[config.mk]
export PLATFORM = sky130hd
export DESIGN_NAME = sne_sram_arbiter
export DESIGN_NICKNAME = d
export VERILOG_FILES = /design/src/rtl/sne_sram_arb_pkg.sv /design/src/rtl/sne_rr_arbiter.sv /design/src/rtl/sne_sram_arbiter.sv
export SDC_FILE = /design/constraint.sdc
export NUM_CORES = 1
export LEC_CHECK = 0
export CELL_PAD_IN_SITES_DETAIL_PLACEMENT = 0
export CELL_PAD_IN_SITES_GLOBAL_PLACEMENT = 1
export CORE_ASPECT_RATIO = 0.5
export CORE_UTILIZATION = 29
export DETAILED_ROUTE_END_ITERATION = 7
export PLACE_DENSITY_LB_ADDON = 0.12
export SLEW_MARGIN = 10
export SYNTH_ARGS = -nofsm -noshare
export SYNTH_HDL_FRONTEND = slang
export SYNTH_HIERARCHICAL = 1
export SYNTH_SLANG_ARGS = --single-unit
[constraint.sdc]
create_clock -name clk_i -period 6 [get_ports clk_i]
set_input_delay 0.9 -clock clk_i [delete_from_list [all_inputs] [get_ports clk_i]]
set_output_delay 0.9 -clock clk_i [all_outputs]
set_load 0.005 [all_outputs]
[src/rtl/sne_sram_arb_pkg.sv]
// Shared types and default timing constants for the sne_sram arbiter/power sequencer.
package sne_sram_arb_pkg;

   typedef enum logic [1:0] {
      ARB_ACTIVE = 2'd0,
      ARB_SLEEP  = 2'd1,
      ARB_WAKE   = 2'd2,
      ARB_GATED  = 2'd3
   } arb_state_e;

   localparam int unsigned DEFAULT_IDLE_CYCLES = 16;
   localparam int unsigned DEFAULT_WAKE_CYCLES = 4;

endpackage

[src/rtl/sne_rr_arbiter.sv]
// One-hot round-robin picker: first requester at or after ptr_i wins, next_ptr_o points past it.
module sne_rr_arbiter #(
   parameter  int unsigned NUM_PORTS = 4,
   localparam int unsigned PTR_W     = $clog2(NUM_PORTS)
) (
   input  logic [PTR_W-1:0]     ptr_i,
   input  logic [NUM_PORTS-1:0] req_i,
   input  logic                 en_i,
   output logic [NUM_PORTS-1:0] gnt_o,
   output logic [PTR_W-1:0]     gnt_idx_o,
   output logic [PTR_W-1:0]     next_ptr_o
);

   always_comb begin
      int unsigned idx;
      logic        found;
      idx        = 0;
      found      = 1'b0;
      gnt_o      = '0;
      gnt_idx_o  = '0;
      next_ptr_o = ptr_i;
      for (int unsigned off = 0; off < NUM_PORTS; off++) begin
         idx = 32'(ptr_i) + off;
         if (idx >= NUM_PORTS) begin
            idx = idx - NUM_PORTS;
         end
         if (en_i && !found && req_i[idx]) begin
            found      = 1'b1;
            gnt_o[idx] = 1'b1;
            gnt_idx_o  = PTR_W'(idx);
            next_ptr_o = (idx == NUM_PORTS - 1) ? '0 : PTR_W'(idx + 1);
         end
      end
   end

endmodule

[src/rtl/sne_sram_arbiter.sv]
// Round-robin arbiter and power sequencer for one sne_sram macro.
// Define SNE_SRAM_ARB_SLEEP_EN to enable the idle timer and automatic SLEEP entry.
module sne_sram_arbiter
   import sne_sram_arb_pkg::*;
#(
   parameter  int unsigned NUM_PORTS   = 4,
   parameter  int unsigned DATA_WIDTH  = 8,
   parameter  int unsigned NUM_WORDS   = 32,
   parameter  int unsigned IDLE_CYCLES = DEFAULT_IDLE_CYCLES,
   parameter  int unsigned WAKE_CYCLES = DEFAULT_WAKE_CYCLES,
   localparam int unsigned ADDR_WIDTH  = $clog2(NUM_WORDS)
) (
   input  logic                                 clk_i,
   input  logic                                 rst_i,
   input  logic                                 cfg_gate_i,
   input  logic [NUM_PORTS-1:0]                 req_i,
   input  logic [NUM_PORTS-1:0]                 we_i,
   input  logic [NUM_PORTS-1:0][ADDR_WIDTH-1:0] addr_i,
   input  logic [NUM_PORTS-1:0][DATA_WIDTH-1:0] wdata_i,
   input  logic [NUM_PORTS-1:0][DATA_WIDTH-1:0] be_i,
   output logic [NUM_PORTS-1:0]                 gnt_o,
   output logic [NUM_PORTS-1:0]                 rvalid_o,
   output logic [DATA_WIDTH-1:0]                rdata_o,
   output logic                                 sram_req_o,
   output logic                                 sram_we_o,
   output logic [ADDR_WIDTH-1:0]                sram_addr_o,
   output logic [DATA_WIDTH-1:0]                sram_wdata_o,
   output logic [DATA_WIDTH-1:0]                sram_be_o,
   input  logic [DATA_WIDTH-1:0]                sram_rdata_i,
   output logic                                 sram_power_sleep_o,
   output logic                                 sram_power_gate_o,
   output logic                                 busy_o
);

   localparam int unsigned PTR_W  = $clog2(NUM_PORTS);
   localparam int unsigned WAKE_W = $clog2(WAKE_CYCLES + 1);

   arb_state_e             state_q;
   logic [PTR_W-1:0]       ptr_q, ptr_next, gnt_idx;
   logic [NUM_PORTS-1:0]   gnt;
   logic                   gnt_en, any_req, any_gnt;
   logic [WAKE_W-1:0]      wake_cnt_q;
   logic                   gate_q;
   logic                   rsp_valid_q;
   logic [PTR_W-1:0]       rsp_port_q;
   logic                   held_we_q;
   logic [ADDR_WIDTH-1:0]  held_addr_q;
   logic [DATA_WIDTH-1:0]  held_wdata_q, held_be_q;

   assign any_req = |req_i;
   assign gnt_en  = (state_q == ARB_ACTIVE) && !rst_i;

   sne_rr_arbiter #(.NUM_PORTS(NUM_PORTS)) u_rr (
      .ptr_i      (ptr_q),
      .req_i      (req_i),
      .en_i       (gnt_en),
      .gnt_o      (gnt),
      .gnt_idx_o  (gnt_idx),
      .next_ptr_o (ptr_next)
   );

   assign any_gnt = |gnt;
   assign gnt_o   = gnt;

   // Macro side follows the grantee combinationally and parks on the last access when idle
   assign sram_req_o   = any_gnt;
   assign sram_we_o    = any_gnt ? we_i[gnt_idx]    : held_we_q;
   assign sram_addr_o  = any_gnt ? addr_i[gnt_idx]  : held_addr_q;
   assign sram_wdata_o = any_gnt ? wdata_i[gnt_idx] : held_wdata_q;
   assign sram_be_o    = any_gnt ? be_i[gnt_idx]    : held_be_q;

   always_ff @(posedge clk_i) begin
      if (rst_i) begin
         ptr_q        <= '0;
         rsp_valid_q  <= 1'b0;
         rsp_port_q   <= '0;
         held_we_q    <= 1'b0;
         held_addr_q  <= '0;
         held_wdata_q <= '0;
         held_be_q    <= '0;
      end else begin
         rsp_valid_q <= any_gnt && !we_i[gnt_idx];
         if (any_gnt) begin
            ptr_q        <= ptr_next;
            rsp_port_q   <= gnt_idx;
            held_we_q    <= we_i[gnt_idx];
            held_addr_q  <= addr_i[gnt_idx];
            held_wdata_q <= wdata_i[gnt_idx];
            held_be_q    <= be_i[gnt_idx];
         end
      end
   end

   // Responses are suppressed while reset is held so an in-flight read never leaks out
   always_comb begin
      rvalid_o = '0;
      if (rsp_valid_q && !rst_i) begin
         rvalid_o[rsp_port_q] = 1'b1;
      end
   end
   assign rdata_o = sram_rdata_i;

`ifdef SNE_SRAM_ARB_SLEEP_EN
   localparam int unsigned IDLE_W = $clog2(IDLE_CYCLES);
   logic [IDLE_W-1:0] idle_cnt_q;
   logic              sleep_q;
   assign sram_power_sleep_o = sleep_q;
`else
   assign sram_power_sleep_o = 1'b0;
`endif
   assign sram_power_gate_o = gate_q;

   // Power FSM: a gate request overrides every state; both SLEEP and GATED leave through WAKE
   always_ff @(posedge clk_i) begin
      if (rst_i) begin
         state_q    <= ARB_ACTIVE;
         wake_cnt_q <= '0;
         gate_q     <= 1'b0;
`ifdef SNE_SRAM_ARB_SLEEP_EN
         sleep_q    <= 1'b0;
         idle_cnt_q <= '0;
`endif
      end else if (cfg_gate_i) begin
         state_q    <= ARB_GATED;
         wake_cnt_q <= '0;
         gate_q     <= 1'b1;
`ifdef SNE_SRAM_ARB_SLEEP_EN
         sleep_q    <= 1'b0;
         idle_cnt_q <= '0;
`endif
      end else begin
         case (state_q)
            ARB_ACTIVE: begin
`ifdef SNE_SRAM_ARB_SLEEP_EN
               if (any_req) begin
                  idle_cnt_q <= '0;
               end else if (idle_cnt_q == IDLE_W'(IDLE_CYCLES - 1)) begin
                  state_q    <= ARB_SLEEP;
                  sleep_q    <= 1'b1;
                  idle_cnt_q <= '0;
               end else begin
                  idle_cnt_q <= idle_cnt_q + IDLE_W'(1);
               end
`endif
            end
`ifdef SNE_SRAM_ARB_SLEEP_EN
            ARB_SLEEP: begin
               if (any_req) begin
                  state_q    <= ARB_WAKE;
                  wake_cnt_q <= WAKE_W'(WAKE_CYCLES);
                  sleep_q    <= 1'b0;
               end
            end
`endif
            ARB_WAKE: begin
               if (wake_cnt_q <= WAKE_W'(1)) begin
                  state_q    <= ARB_ACTIVE;
                  wake_cnt_q <= '0;
               end else begin
                  wake_cnt_q <= wake_cnt_q - WAKE_W'(1);
               end
            end
            ARB_GATED: begin
               state_q    <= ARB_WAKE;
               wake_cnt_q <= WAKE_W'(WAKE_CYCLES);
               gate_q     <= 1'b0;
            end
            default: state_q <= ARB_ACTIVE;
         endcase
      end
   end

   assign busy_o = ((state_q != ARB_SLEEP) && (state_q != ARB_GATED)) || any_req;

endmodule

==> results_dict.tcl, run 1 <==
set metrics [dict create \
    ys_seq_area_share_pct 24.66 \
    grt_pass1_vias 2518 \
    synth-edff-count 0 \
    num_rows 24 \
    die-area_mm2 0.009649 \
    max-slew-margin-rel_pct 60.64 \
    fillers 862 \
    ant_nets 0 \
    grt_antenna_before_repair 0 \
    clock_latency_ps 270 \
    fmax_mhz 186.5 \
    power_frac_comb_pct 43.2 \
    core-area_mm2 0.008828 \
    clock_path_buffers 2 \
    powerDensity_mw_per_mm2 215.9 \
    cts_buffers 5 \
    switching_share_pct 26.39 \
    drtIter0Drc 86 \
    wire_per_inst_um 15.80 \
    io_pins 145 \
    die_h_um 69.96 \
    ctsHoldBuffers 0 \
    grt_pass1_wl_mm 12.29 \
    startpoint "req_i[2]" \
    fin_crit_sh_pct 89.37 \
    report.final.hold_viol_count 0 \
    area.growth.synth_to_final_pct 53.11 \
    drcViolationCount 0 \
    utilization_pct 46.46 \
    avgSynthCellArea_um2 10.80 \
    vias_per_cell 4.954 \
    netlist_top_cells_area "dfxtp_1, mux4_2, mux2_4, nor2b_1, mux2_2" \
    clk_pin_slew_ps 50 \
    grt-ovfl-total 0 \
    worstSetupStartpointType "input port" \
    syn-cell-area_mm2 0.002679 \
    slew_viol_final 0 \
    diodes 0 \
    critPathMaxFanout 27 \
    period_needed_ps 5362 \
    switchingPower_uw 233.8 \
    power_frac_seq_pct 28.3 \
    yosys_warnings 6 \
    grt_max_degree 36 \
    r2r-end "held_wdata_q[5]" \
    hold_path_end "wake_cnt_q[1]" \
    layout-drive-gt1-share_pct 19.39 \
    p_leak_uw 0.001495 \
    mappedNetlistNets 359 \
    required_ps 5100 \
    status "complete, no violations" \
    crit_type "in2out" \
    track_usage_pct 16.38 \
    vias 2368 \
    ys_async_sr_fraction_pct 0 \
    synth_top_area_cell "dfxtp_1" \
    dr.pass1.iters 4 \
    p_clk_share_pct 28.4 \
    final_nets 472 \
    reg2reg_from "ptr_q[1]" \
    synth_ff_type "dfxtp_1" \
    min_from "wake_cnt_q[1]" \
    cap_viol_max_count 0 \
    hold_depth 2 \
    htreeDepth 2 \
    p_int_uw 651.9 \
    yosys_register_bits 33 \
    synth_top_area_share_pct 24.66 \
    critPathArrivalTime_ps 4460 \
    synth_cell_type_count 48 \
    hp-class "reg2reg" \
    numPortBuffers 127 \
    dp_hpwl_mm 5.720 \
    cts_tree "yes" \
    rsz0062_at_grt "no" \
    cts_root_buf "clkbuf_16" \
    cts.sinks 33 \
    cts-resized-gates 0 \
    start_util_pct 30.34 \
    r2r_cells 11 \
    worst_pin_slew_ps 587.8 \
    reg2reg_slack_ps 2160 \
    finalSetupViolCount 0 \
    die_w_um 137.9 \
    clock_skew_ps 3.538 \
    cp-end-kind "output port" \
    place_congestion 0.8035 \
    wirelength_mm 7.551 \
    post-cts-setup-buffers 0 \
    synthCells 248 \
    vdd_drop_max_mv 0.1048 \
    fin_tns_setup_ps 0 \
]
## cell type report
cell class / instances / area, µm² / area share [%]
Inverter: 13 / 51.30 / 1.251
Multi-Input combinational cell: 175 / 1784 / 43.50
Tap cell: 117 / 146.4 / 3.569
Sequential cell: 33 / 660.6 / 16.11
Timing Repair Buffer: 133 / 1316 / 32.09
Clock buffer: 7 / 142.6 / 3.478
## power by group through the flow
stage / sequential [µW] / combinational, µW / clock (µW)
2_1_floorplan: 253 / 224 / 0
3_3_place_gp: 255 / 385 / 0
3_5_place_dp: 256 / 386 / 0
4_1_cts: 251 / 389 / 260
5_1_grt: 254 / 414 / 272
6_report: 251 / 383 / 252
## worst max path at each step
stage                     slack [ps]               to  cells past startpoint
final                            640  sram_wdata_o[3]                     10
after global routing             420  sram_wdata_o[7]                     10
after CTS                        590  sram_wdata_o[3]                     10
after detailed placement         610  sram_wdata_o[3]                     10
after global placement           670  sram_wdata_o[3]                      9
after floorplan                 1250     sram_be_o[0]                     14
## placed cells by master (no fill, tap or decap), types with 5 or more instances in the layout
cell type and count:
mux4_2 26, clkbuf_16 5, inv_1 12, dfxtp_1 33, mux2_4 15, o21ai_0 6, a21oi_1 9, mux2_2 10
nand2_1 16, buf_4 6, nand2b_1 5, clkdlybuf4s50_1 127, ha_1 8, nor2_1 7, nor2b_1 24
## metrics by stage
step,hold WS [ps],worst slack [ps],std cells,instance area (µm²),power (µW)
final,495.9,638.0,478,4101,885.7
after global routing,525.3,420.5,478,4101,939.3
after CTS,494.5,590.6,478,4101,899.8
after detailed placement,485.7,608.4,471,3959,641.4
after global placement,477.8,668.6,471,3959,640.3
after floorplan,461.6,1247,248,2679,477.4
## state kept, by name, summed over array words and instances, names as in the netlist
name               cells
rsp_port_q             2
wake_cnt_q             3
held_be_q              8
state_q                2
rsp_valid_q            1
sram_power_gate_o      1
held_wdata_q           8
held_we_q              1
held_addr_q            5
ptr_q                  2
## metal layers
metal  track usage (%)  share of wire, %  vias up
li1                  -                 -     1138
met1             19.67                42     1157
met2             28.89                52       67
met3             4.430               5.6        6
met4             3.865              0.89        0
met5                 0                 0        -
## critical path: stages
cell and delay [ps]:
clkdlybuf4s50_1 560, mux4_2 570, nor2b_1 210, a22o_1 200, a222oi_1 250, inv_1 130
nor4_4 500, inv_4 280, mux2_4 370, clkdlybuf4s50_1 470
## cells by family after synthesis
kind of cell,Yosys count,share of synthesized area [%]
AND/OR/NAND/NOR,72,16.11
multiplexers,54,35.59
AO/OA/AOI/OAI,40,10.79
buffers and inverters,40,8.968
flip-flops,33,24.66
adder cells (fa/ha/maj),8,3.737
other,1,0.1400
## cell usage after synthesis, drive strengths merged, types with 2 or more instances
library cell	number
dfxtp	33
mux4	26
mux2	25
nor2b	24
buf	19
nand2	16
inv	13
a21oi	9
clkbuf	8
ha	8
nor2	7
o21ai	6
nand2b	5
a222oi	4
a22o	4
nor3	4
nor4	4
mux2i	3
nand3	3
nor3b	3
a21boi	2
a31oi	2
nor4bb	2
o22ai	2
(Power assumes the default switching activity.)
==> inputs of run 2 (changes only) <==
--- a/config.mk
+++ b/config.mk
@@ -5,13 +5,13 @@
 export SDC_FILE = /design/constraint.sdc
 export NUM_CORES = 1
 export LEC_CHECK = 0
-export CELL_PAD_IN_SITES_DETAIL_PLACEMENT = 0
+export CELL_PAD_IN_SITES_DETAIL_PLACEMENT = 1
 export CELL_PAD_IN_SITES_GLOBAL_PLACEMENT = 1
 export CORE_ASPECT_RATIO = 0.5
 export CORE_UTILIZATION = 29
 export DETAILED_ROUTE_END_ITERATION = 7
 export PLACE_DENSITY_LB_ADDON = 0.12
-export SLEW_MARGIN = 10
+export SETUP_SLACK_MARGIN = 0.15
 export SYNTH_ARGS = -nofsm -noshare
 export SYNTH_HDL_FRONTEND = slang
 export SYNTH_HIERARCHICAL = 1
==> results_dict.tcl, run 2 (synthesized netlist as in run 1, its figures left out) <==
set metrics [dict create \
    vdd_drop_max_mv 0.1317 \
    diodes 0 \
    grt-ovfl-total 0 \
    layout_common_cells "clkdlybuf4s50_1, dfxtp_1, mux4_2" \
    fin_tns_setup_ps 0 \
    place_congestion 0.8035 \
    vias_per_cell 5.042 \
    startpoint "req_i[3]" \
    p_int_uw 641.5 \
    multiInputGateArea_mm2 0.001784 \
    period_needed_ps 5378 \
    final_area_mm2 0.004098 \
    cts_buffers 5 \
    critPathMaxFanout 23 \
    htreeDepth 2 \
    postPlaceCellArea_mm2 0.003959 \
    grt_pass1_wl_mm 13.22 \
    core-area_mm2 0.008828 \
    drcViolationCount 0 \
    dr.pass1.iters 4 \
    final_nets 472 \
    clk_pin_slew_ps 50 \
    vias 2415 \
    reg2reg_slack_ps 2130 \
    cts.sinks 33 \
    ant_nets 0 \
    num_rows 24 \
    die_w_um 137.9 \
    register_area_um2 660.6 \
    drtIter0Drc 40 \
    required_ps 5100 \
    cts_tree "yes" \
    numPortBuffers 127 \
    report.final.hold_viol_count 0 \
    worst_pin_slew_ps 609.7 \
    die_h_um 69.96 \
    finalSetupViolCount 0 \
    switchingPower_uw 240.0 \
    power_frac_comb_pct 43.9 \
    status "complete, no violations" \
    largestRegisters "held_be_q x8, held_wdata_q x8, held_addr_q x5" \
    start_util_pct 30.34 \
    clock_skew_ps 5.025 \
    max-slew-margin-rel_pct 59.17 \
    die-area_mm2 0.009649 \
    fmax_mhz 185.9 \
    hold_slack_ps 496.7 \
    rsz0062_at_grt "no" \
    grt_max_degree 36 \
    reg2reg_from "ptr_q[1]" \
    layout-drive-gt1-share_pct 19.61 \
    wirelength_mm 8.223 \
    crit_type "in2out" \
    layout_commonest_cell "clkdlybuf4s50_1" \
    slew_viol_final 0 \
    clock_latency_ps 270 \
    switching_share_pct 27.23 \
    fin_crit_sh_pct 89.64 \
    cts-resized-gates 0 \
    io_pins 145 \
    cap_viol_max_count 0 \
    p_clk_share_pct 27.6 \
    powerDensity_mw_per_mm2 215.1 \
    critPathArrivalTime_ps 4480 \
    hp-class "reg2reg" \
    dp_hpwl_mm 6.336 \
    cts_root_buf "clkbuf_16" \
    area.growth.synth_to_final_pct 52.97 \
    wire_per_inst_um 17.17 \
    clock_path_buffers 2 \
    worstSetupStartpointType "input port" \
    min_from "sram_power_gate_o" \
    p_leak_uw 0.001496 \
    cp-end-kind "output port" \
    power_frac_seq_pct 28.5 \
    fillers 963 \
    grt_pass1_vias 2593 \
    track_usage_pct 17.61 \
    post-cts-setup-buffers 0 \
    grt_antenna_before_repair 0 \
    ctsHoldBuffers 0 \
]
## run 2: layer usage
layer	GRT usage, %	up-vias	routed length [µm]
li1	-	1149	-
met1	21.33	1186	3433
met2	31.83	74	4294
met3	4.067	6	421
met4	3.140	0	74
met5	0	-	0
## run 2: final cells by class
cell class                      count  share of cell area [%]
Multi-Input combinational cell    175                   43.54
Timing Repair Buffer              133                   32.12
Clock buffer                        6                   3.145
Sequential cell                    33                   16.12
Tap cell                          117                   3.573
Inverter                           13                   1.252
Clock inverter                      2                  0.2443
## run 2: worst paths after layout
| kind | endpoint | cells after the start |
|---|---|---|
| setup / recovery | sram_wdata_o[3] | 9 |
| hold / removal | sram_power_gate_o | 2 |
| setup reg to reg | held_wdata_q[5] | 11 |
| hold reg to reg | sram_power_gate_o | 2 |
## run 2: metrics by stage
stage                     util, %  std cells  setup WS, ps  total power (µW)
after CTS                   46.41        479         590.3             894.0
after global routing        46.41        479         412.9             933.6
after floorplan                 -        248          1247             477.4
after global placement      44.84        471         668.6             640.3
final                       46.41        479         621.5             881.6
after detailed placement    44.84        471         604.0             644.8
## run 2: power by group through the flow
stage | registers [µW] | clock network (µW) | logic (µW)
2_1_floorplan | 253 | 0 | 224
3_3_place_gp | 255 | 0 | 385
3_5_place_dp | 256 | 0 | 389
4_1_cts | 251 | 251 | 392
5_1_grt | 254 | 263 | 417
6_report | 251 | 244 | 387
## run 2: worst max-delay path: stages
cell	delay [ps]
clkdlybuf4s50_1	570
mux4_2	670
nor3b_2	580
a31oi_1	120
o22ai_2	140
buf_4	350
mux4_2	380
mux2_4	280
clkdlybuf4s50_1	480
